File: config.mk
export PLATFORM = sky130hd
export DESIGN_NAME = mem_access_stage_flat
export DESIGN_NICKNAME = d
export VERILOG_FILES = /design/src/rtl/mem_access_stage_if.sv /design/src/rtl/mem_access_stage.sv /design/src/flat_wrapper.sv
export SDC_FILE = /design/constraint.sdc
export NUM_CORES = 1
export LEC_CHECK = 0
export CAP_MARGIN = 20
export CORE_ASPECT_RATIO = 0.7
export CORE_MARGIN = 3
export CORE_UTILIZATION = 35
export CTS_CLUSTER_SIZE = 8
export DETAILED_ROUTE_END_ITERATION = 12
export DONT_BUFFER_PORTS = 1
export GPL_TIMING_DRIVEN = 1
export MAX_ROUTING_LAYER = met4
export PLACE_DENSITY = 0.46
export RECOVER_POWER = 100
export SYNTH_ARGS = -nofsm -noshare
export SYNTH_HDL_FRONTEND = slang
export SYNTH_SLANG_ARGS = --single-unit
File: constraint.sdc
create_clock -name clk -period 4.6 [get_ports clk]
set_input_delay 0.92 -clock clk [delete_from_list [all_inputs] [get_ports clk]]
set_output_delay 0.92 -clock clk [all_outputs]
set_load 0.03 [all_outputs]
File: src/rtl/mem_access_stage_if.sv
// Bundle of the EXE->MEM fields, data-SRAM bus and WB handshake for mem_access_stage.
// The stage itself uses the master view; the surrounding pipeline/SRAM use slave.
interface mem_access_stage_if;
  logic        in_valid;
  logic        in_ready;
  logic [31:0] mem_pc;
  logic [31:0] mem_alu_result;
  logic [31:0] mem_dram_waddr;
  logic [31:0] mem_dram_wdata;
  logic        mem_ref_we;
  logic [4:0]  mem_rd;
  logic        mem_dram_re;
  logic        mem_dram_we;
  logic [1:0]  mem_rdram_num;
  logic [1:0]  mem_wdram_num;
  logic        mem_rdram_need_signed_extend;
  logic        mem_rdram_need_zero_extend;

  logic        data_req;
  logic        data_wr;
  logic [3:0]  data_wstrb;
  logic [31:0] data_addr;
  logic [31:0] data_wdata;
  logic        data_addr_ok;
  logic        data_data_ok;
  logic [31:0] data_rdata;

  logic        wb_allowin;
  logic        wb_valid;
  logic        wb_we;
  logic [4:0]  wb_rd;
  logic [31:0] wb_result;
  logic [31:0] wb_pc;

  modport master (
    input  in_valid, mem_pc, mem_alu_result, mem_dram_waddr, mem_dram_wdata,
           mem_ref_we, mem_rd, mem_dram_re, mem_dram_we, mem_rdram_num,
           mem_wdram_num, mem_rdram_need_signed_extend, mem_rdram_need_zero_extend,
           data_addr_ok, data_data_ok, data_rdata, wb_allowin,
    output in_ready, data_req, data_wr, data_wstrb, data_addr, data_wdata,
           wb_valid, wb_we, wb_rd, wb_result, wb_pc
  );

  modport slave (
    output in_valid, mem_pc, mem_alu_result, mem_dram_waddr, mem_dram_wdata,
           mem_ref_we, mem_rd, mem_dram_re, mem_dram_we, mem_rdram_num,
           mem_wdram_num, mem_rdram_need_signed_extend, mem_rdram_need_zero_extend,
           data_addr_ok, data_data_ok, data_rdata, wb_allowin,
    input  in_ready, data_req, data_wr, data_wstrb, data_addr, data_wdata,
           wb_valid, wb_we, wb_rd, wb_result, wb_pc
  );
endinterface

File: src/rtl/mem_access_stage.sv
// MEM pipeline stage: data-SRAM req/resp handshake, store strobe/data alignment,
// load extraction and extension, valid/allowin hand-off to WB.
module mem_access_stage (
  input  logic                 clk,
  input  logic                 rst,
  mem_access_stage_if.master   bus
);
  typedef enum logic [1:0] {IDLE, REQ, WAIT, DONE} state_t;

  state_t      state, state_nx;
  logic [31:0] pc_q, alu_q, addr_q, wdata_q, ld_q;
  logic [4:0]  rd_q;
  logic        rf_we_q, re_q, we_q, sext_q;
  logic [1:0]  rnum_q, wnum_q;
  logic        accept, nx_mem, is_load;
  logic [7:0]  byte_sel;
  logic [15:0] half_sel;
  logic [31:0] ld_ext;
  logic [3:0]  strb;
  logic [31:0] wdata_rep;

  assign bus.in_ready = (state == IDLE) | ((state == DONE) & bus.wb_allowin);
  assign accept       = bus.in_valid & bus.in_ready;
  assign nx_mem       = bus.mem_dram_re | bus.mem_dram_we;
  // re & we together is a store, so only a pure read takes the load path
  assign is_load      = re_q & ~we_q;

  always_ff @(posedge clk or negedge rst) begin
    if (!rst) state <= IDLE;
    else      state <= state_nx;
  end

  always_comb begin
    state_nx = state;
    case (state)
      IDLE: if (accept) state_nx = nx_mem ? REQ : DONE;
      REQ:  if (bus.data_addr_ok) state_nx = WAIT;
      WAIT: if (bus.data_data_ok) state_nx = DONE;
      DONE: if (bus.wb_allowin) state_nx = accept ? (nx_mem ? REQ : DONE) : IDLE;
      default: state_nx = IDLE;
    endcase
  end

  always_ff @(posedge clk or negedge rst) begin
    if (!rst) begin
      pc_q    <= '0;
      alu_q   <= '0;
      addr_q  <= '0;
      wdata_q <= '0;
      rd_q    <= '0;
      rf_we_q <= 1'b0;
      re_q    <= 1'b0;
      we_q    <= 1'b0;
      rnum_q  <= '0;
      wnum_q  <= '0;
      sext_q  <= 1'b0;
    end else if (accept) begin
      pc_q    <= bus.mem_pc;
      alu_q   <= bus.mem_alu_result;
      addr_q  <= bus.mem_dram_waddr;
      wdata_q <= bus.mem_dram_wdata;
      rd_q    <= bus.mem_rd;
      rf_we_q <= bus.mem_ref_we;
      re_q    <= bus.mem_dram_re;
      we_q    <= bus.mem_dram_we;
      rnum_q  <= bus.mem_rdram_num;
      wnum_q  <= bus.mem_wdram_num;
      sext_q  <= bus.mem_rdram_need_signed_extend;
    end
  end

  // responses outside WAIT are stale and never touch the result
  always_ff @(posedge clk or negedge rst) begin
    if (!rst)                                         ld_q <= '0;
    else if (state == WAIT && bus.data_data_ok && is_load) ld_q <= ld_ext;
  end

  always_comb begin
    byte_sel = 8'(bus.data_rdata >> {addr_q[1:0], 3'b000});
    half_sel = addr_q[1] ? bus.data_rdata[31:16] : bus.data_rdata[15:0];
    case (rnum_q)
      2'b00:   ld_ext = {{24{sext_q & byte_sel[7]}}, byte_sel};
      2'b01:   ld_ext = {{16{sext_q & half_sel[15]}}, half_sel};
      default: ld_ext = bus.data_rdata;
    endcase
  end

  always_comb begin
    case (wnum_q)
      2'b00: begin
        strb      = 4'b0001 << addr_q[1:0];
        wdata_rep = {4{wdata_q[7:0]}};
      end
      2'b01: begin
        strb      = addr_q[1] ? 4'b1100 : 4'b0011;
        wdata_rep = {2{wdata_q[15:0]}};
      end
      default: begin
        strb      = 4'b1111;
        wdata_rep = wdata_q;
      end
    endcase
  end

  assign bus.data_req   = (state == REQ);
  assign bus.data_wr    = we_q;
  assign bus.data_wstrb = we_q ? strb : 4'b0000;
  assign bus.data_addr  = {addr_q[31:2], 2'b00};
  assign bus.data_wdata = wdata_rep;

  assign bus.wb_valid  = (state == DONE);
  assign bus.wb_we     = rf_we_q;
  assign bus.wb_rd     = rd_q;
  assign bus.wb_pc     = pc_q;
  assign bus.wb_result = is_load ? ld_q : alu_q;
endmodule

File: src/flat_wrapper.sv
// flat-port wrapper written by rule: the top's interface ports become plain ports
module mem_access_stage_flat 
  (clk, rst, bus_in_valid, bus_mem_pc, bus_mem_alu_result, bus_mem_dram_waddr, bus_mem_dram_wdata, bus_mem_ref_we, bus_mem_rd, bus_mem_dram_re, bus_mem_dram_we, bus_mem_rdram_num, bus_mem_wdram_num, bus_mem_rdram_need_signed_extend, bus_mem_rdram_need_zero_extend, bus_data_addr_ok, bus_data_data_ok, bus_data_rdata, bus_wb_allowin, bus_in_ready, bus_data_req, bus_data_wr, bus_data_wstrb, bus_data_addr, bus_data_wdata, bus_wb_valid, bus_wb_we, bus_wb_rd, bus_wb_result, bus_wb_pc);
  mem_access_stage_if bus_i ();
  input  logic clk;
  input  logic rst;
  input wire logic [$bits(bus_i.in_valid)-1:0] bus_in_valid;
  input wire logic [$bits(bus_i.mem_pc)-1:0] bus_mem_pc;
  input wire logic [$bits(bus_i.mem_alu_result)-1:0] bus_mem_alu_result;
  input wire logic [$bits(bus_i.mem_dram_waddr)-1:0] bus_mem_dram_waddr;
  input wire logic [$bits(bus_i.mem_dram_wdata)-1:0] bus_mem_dram_wdata;
  input wire logic [$bits(bus_i.mem_ref_we)-1:0] bus_mem_ref_we;
  input wire logic [$bits(bus_i.mem_rd)-1:0] bus_mem_rd;
  input wire logic [$bits(bus_i.mem_dram_re)-1:0] bus_mem_dram_re;
  input wire logic [$bits(bus_i.mem_dram_we)-1:0] bus_mem_dram_we;
  input wire logic [$bits(bus_i.mem_rdram_num)-1:0] bus_mem_rdram_num;
  input wire logic [$bits(bus_i.mem_wdram_num)-1:0] bus_mem_wdram_num;
  input wire logic [$bits(bus_i.mem_rdram_need_signed_extend)-1:0] bus_mem_rdram_need_signed_extend;
  input wire logic [$bits(bus_i.mem_rdram_need_zero_extend)-1:0] bus_mem_rdram_need_zero_extend;
  input wire logic [$bits(bus_i.data_addr_ok)-1:0] bus_data_addr_ok;
  input wire logic [$bits(bus_i.data_data_ok)-1:0] bus_data_data_ok;
  input wire logic [$bits(bus_i.data_rdata)-1:0] bus_data_rdata;
  input wire logic [$bits(bus_i.wb_allowin)-1:0] bus_wb_allowin;
  output wire logic [$bits(bus_i.in_ready)-1:0] bus_in_ready;
  output wire logic [$bits(bus_i.data_req)-1:0] bus_data_req;
  output wire logic [$bits(bus_i.data_wr)-1:0] bus_data_wr;
  output wire logic [$bits(bus_i.data_wstrb)-1:0] bus_data_wstrb;
  output wire logic [$bits(bus_i.data_addr)-1:0] bus_data_addr;
  output wire logic [$bits(bus_i.data_wdata)-1:0] bus_data_wdata;
  output wire logic [$bits(bus_i.wb_valid)-1:0] bus_wb_valid;
  output wire logic [$bits(bus_i.wb_we)-1:0] bus_wb_we;
  output wire logic [$bits(bus_i.wb_rd)-1:0] bus_wb_rd;
  output wire logic [$bits(bus_i.wb_result)-1:0] bus_wb_result;
  output wire logic [$bits(bus_i.wb_pc)-1:0] bus_wb_pc;
  assign bus_i.in_valid = bus_in_valid;
  assign bus_i.mem_pc = bus_mem_pc;
  assign bus_i.mem_alu_result = bus_mem_alu_result;
  assign bus_i.mem_dram_waddr = bus_mem_dram_waddr;
  assign bus_i.mem_dram_wdata = bus_mem_dram_wdata;
  assign bus_i.mem_ref_we = bus_mem_ref_we;
  assign bus_i.mem_rd = bus_mem_rd;
  assign bus_i.mem_dram_re = bus_mem_dram_re;
  assign bus_i.mem_dram_we = bus_mem_dram_we;
  assign bus_i.mem_rdram_num = bus_mem_rdram_num;
  assign bus_i.mem_wdram_num = bus_mem_wdram_num;
  assign bus_i.mem_rdram_need_signed_extend = bus_mem_rdram_need_signed_extend;
  assign bus_i.mem_rdram_need_zero_extend = bus_mem_rdram_need_zero_extend;
  assign bus_i.data_addr_ok = bus_data_addr_ok;
  assign bus_i.data_data_ok = bus_data_data_ok;
  assign bus_i.data_rdata = bus_data_rdata;
  assign bus_i.wb_allowin = bus_wb_allowin;
  assign bus_in_ready = bus_i.in_ready;
  assign bus_data_req = bus_i.data_req;
  assign bus_data_wr = bus_i.data_wr;
  assign bus_data_wstrb = bus_i.data_wstrb;
  assign bus_data_addr = bus_i.data_addr;
  assign bus_data_wdata = bus_i.data_wdata;
  assign bus_wb_valid = bus_i.wb_valid;
  assign bus_wb_we = bus_i.wb_we;
  assign bus_wb_rd = bus_i.wb_rd;
  assign bus_wb_result = bus_i.wb_result;
  assign bus_wb_pc = bus_i.wb_pc;
  mem_access_stage u_core (.clk(clk), .rst(rst), .bus(bus_i));
endmodule
After elaboration in Yosys (flattened, before gate mapping)
Cells that the tools add are included.

storage, ports and cells
  register bits after elaboration = 175
  bits of input ports = 180
  output and inout bits = 142
  word-level logic and storage cells = 52

cells by class
  equal/unequal tests = 9
  shift-type cells = 2
  mux-type cells = 14
  bitwise operators = 8
  reduce and logical (&&, ||, !) cells = 6

operators by type and width
  kind                   number
  $pmux W32 S2           2
  $mux W32               1
  $shr A32 B5 Y8         1
  $mux W16               1
  $mux W2                6
  $mux W4                2
  $pmux W2 S4            1
  $pmux W4 S2            1
  $eq A2 B1 Y1 const B   3
  $logic_not A2 Y1       3
  $ne A2 B2 Y1 const B   3
  $and A1 B1 Y1          5
  $eq A2 B2 Y1 const B   2
  $reduce_and A4 Y1      1
  $shl A1 B2 Y4 const A  1
  $logic_and A1 B1 Y1    2
  $ne A2 B1 Y1 const B   1
  $or A1 B1 Y1           2
  $not A1 Y1             1

Longest topological paths before layout
  depth in word-level cells = 7
  gate-level depth with buffers = 7
  mapped depth without buffers = 4

Least setup slack after synthesis
Ideal clock, no wire load.

  path kind = register to output
  from = reg u_core.wnum_q[0]
  to = out bus_data_wdata[24]
  data arrival time = 1571 ps
  required time = 3680 ps
  slack = 2109 ps
  cell stages (with the launch flop) = 4
  cells stage by stage = dfrtp_1 -> clkbuf_1 -> mux2i_1 -> o21ai_0

on the way
  cells in the longest elaborated chain, start to end = 2

ends and longest elaborated chain
  what                                              line                    RTL
  start: declaration                                mem_access_stage.sv:14  logic [1:0] rnum_q, wnum_q;
  start signal: assignment                          mem_access_stage.sv:67  wnum_q <= bus.mem_wdram_num;
  $eq A2 B1 Y1 or $logic_not A2 Y1 (tied branches)  mem_access_stage.sv:89  case (wnum_q)
  $pmux W32 S2 (*)                                  mem_access_stage.sv:89
  end: declaration                                  flat_wrapper.sv:29      output wire logic [$bits(bus_i.data_wdata)-1:0] bus_data_wdata;

Mark *: on every way between the ends. The rest lies on a longest branch, timed or not.

Worst setup path after layout
  from = reg u_core.wnum_q[1]
  to = out bus_data_wdata[10]

The elaborated chain is that of the path after synthesis.

==> run_results.csv <==
group,metric,value,unit
clock_network,cts_buffers,17,
clock_network,cts_buffer_depth,2,
worst_setup_path,reg2reg_setup_slack,1120,ps
synth,synth_cells,661,
synth,avgSynthCellArea,13.3,um^2
synth,synth.distinct_cells,38,
placement,pre_cts_slack,1650,ps
routing,vias,4854,
worst_setup_path,cp.arrival,2780,ps
layout,nets,781,
routing,wirelength,22000,um
timing,relSlewSlack,-8.10,%
global_routing,grt-ovfl-total,0,
clock_network,clk_pin_slew,70,ps
global_routing,grt_max_degree,176,
worst_setup_path,crit_start,"u_core.wnum_q[1]",
synth,synth_common_cells,"175 x dfrtp_1, 99 x mux2_2, 90 x mux2_4",
timing,period_share,80.5,%
power_and_ir_drop,sw_frac_of_total,48.4,%
clock_network,root_buffer,"clkbuf_16",
status,violations,"capacitance limit, slew limit",
global_routing,grt_pass1_wl,33600,um
routing,viasPerCell,5.18,
power_and_ir_drop,combPwrFrac,37.0,%
timing,finalClockSkew,8.95,ps
synth,synth_top_area_share,49.9,%
global_routing,first_global_vias,5241,
timing,finalWorstSetupSlack,899,ps
layout,drive_gt1_share,19.5,%
worst_setup_path,reg2reg_from,"u_core.state[1]",
worst_setup_path,r2r-end,"u_core.wdata_q[24]",
power_and_ir_drop,ir_worst_vdd,0.367,mV
timing,rsz0062_at_grt,"no",
synth,synth_seq_cells,175,
worst_setup_path,start_kind,"flip-flop",
worst_setup_path,required,3680,ps
clock_network,worstSkewPairLatency,430,ps
floorplanning,initial_utilization,36.3,%
power_and_ir_drop,switching_power,3.95,mW
placement,place.gp.congestion,0.748,
power_and_ir_drop,p_seq_share,45.9,%
routing,drtIter0Drc,232,
timing,worst_slew_pin_slew,1620,ps
global_routing,antenna_found_initial,7,
routing,drc,0,
min_path,hp-class,"in -> async",
synth,synth_area_leaders,"dfrtp_1 50%, mux2_4 15%, mux2_2 13%, buf_4 3.5%, mux2i_1 3.0%",
power_and_ir_drop,power_frac_clock,17.1,%
clock_network,cts_hold_buffers,0,
floorplanning,rows,47,
synth,ys_seq_area_share,49.9,%
worst_setup_path,crit_type,"reg -> out",
clock_network,cts_tree,"built",
floorplanning,die_h,139,um
status,status,"complete, but fails checks",
clock_network,cts_resized,0,
power_and_ir_drop,p_per_area,918,nW/um^2
floorplanning,die_area,27100,um^2
placement,port_buffers,0,
synth,postSynth.topFlopCell,"dfrtp_1",
timing,setup_viol,0,
synth,ys_warn_count,0,
synth,synth_edf_count,0,
floorplanning,ios,322,
timing,fmax,270,MHz
floorplanning,die_w,195,um
layout,postLayoutCellArea,8900,um^2
synth,ys_async_sr_fraction,100,%
floorplanning,core,24200,um^2
worst_setup_path,crit_fanout,30,
placement,place_area,8670,um^2
routing,wl_per_cell,23.5,um
clock_network,cts_max_level,4,
timing,drv_slew,44,
clock_network,cts_setup_buffers,0,
placement,dp_hpwl,15800,um
layout,areaGrowthSynthToFinish,1.27,%
routing,drtAntennaViolNets,0,
synth,synth_top_area_cell,"dfrtp_1",
run,cap_viol_max_count,2,
timing,finalHoldViolations,0,
worst_setup_path,rr_worst_depth,4,
synth,syn_area,8780,um^2
global_routing,grt_usage,16.7,%
power_and_ir_drop,p_int,4.21,mW
timing,setup_tns,0,ps
clock_network,cts.sinks,175,
power_and_ir_drop,cellLeakagePower,3.72,nW
routing,drt-pass1-iter-count,4,
worst_setup_path,endpoint_kind,"primary output",
synth,synth.most_common_cell,"dfrtp_1",
timing,min_period,3700,ps
==> layer usage <==
metal	GRT usage (%)	share of wire, %
met1	20.2	41
met2	25.3	47
met3	7.24	9.7
met4	5.21	1.5
met5	-	0
==> registers in the layout, summed over array words and instances, names as in the netlist, 2 cells and up <==
name	cells
u_core.addr_q	32
u_core.alu_q	32
u_core.bus.wb_pc	32
u_core.bus.wb_rd	5
u_core.ld_q	32
u_core.rnum_q	2
u_core.state	2
u_core.wdata_q	32
u_core.wnum_q	2
==> power by group through the flow <==
stage	combinational, mW	clock, mW	sequential, mW
CTS	3.59	1.46	3.78
detailed placement	3.58	0	3.79
finish	3.02	1.40	3.75
global route	3.24	1.52	3.87
floorplan	3.95	0	3.05
global placement	3.51	0	3.79
==> layout make-up <==
class	instances	area, um^2
multi-input combinational	398	3490
fill	2379	15300
timing repair buffer	4	38.8
clock buffer	18	429
antenna	5	12.5
sequential	175	4380
inverter	5	18.8
clock inverter	14	130
tap	318	398
==> logic make-up (layout without fill, tap and decap cells) <==
kind of cell           after synthesis  count (layout)  synth area share (%)
AOI/OAI and AO/OA                   79              79                  6.08
buffers and inverters               89              41                  6.87
DFF                                175             175                  49.9
muxes                              215             215                  31.0
other                                1               7                0.0427
and+or+nand+nor                    102             102                  6.12
==> how the worst max path moves through the flow <==
stage | to | slack (ps) | cells past startpoint
final | bus_data_wdata[10] | 900 | 3
after global routing | bus_data_wdata[13] | 620 | 3
after CTS | bus_wb_result[2] | 1150 | 3
after detailed placement | bus_wb_result[0] | 1650 | 3
after global placement | bus_wb_result[0] | 1680 | 3
after floorplan | bus_data_wdata[24] | 2110 | 3
==> placed cells by master (no fill, tap or decap), types with 2 or more instances in the layout <==
cell          n
dfrtp_1     175
mux2_1      127
mux2_2       61
nand2_1      41
mux2i_1      26
nor2_1       23
a21oi_1      19
o21ai_0      18
clkbuf_16    17
a21oi_2      10
nand3_1       9
and2_1        8
o211ai_1      8
and4bb_2      7
o21ai_1       7
o22a_1        7
inv_6         6
diode_2       5
inv_1         5
nand2b_1      3
nor2b_1       3
clkinv_2      3
o21a_1        2
o32ai_1       2
conb_1        2
clkbuf_1      2
clkinvlp_4    2
clkinv_4      2
buf_4         2
==> per-stage QoR <==
| step | utilization [%] | power, mW | instances | hold WS, ps |
|---|---|---|---|---|
| detailed placement | 35.9 | 7.37 | 900 | 490 |
| global route | 36.8 | 8.63 | 937 | 144 |
| global placement | 35.9 | 7.30 | 900 | 486 |
| finish | 36.8 | 8.17 | 937 | 185 |
| floorplan | - | 7.00 | 662 | 461 |
| CTS | 38.2 | 8.83 | 932 | 151 |
==> critical path, stage by stage, from the launching register on <==
cell and delay (ps):
dfrtp_1 320, clkbuf_1 1010, nor2_1 510, mux2_2 500
Power figures use the tool's default switching activity.
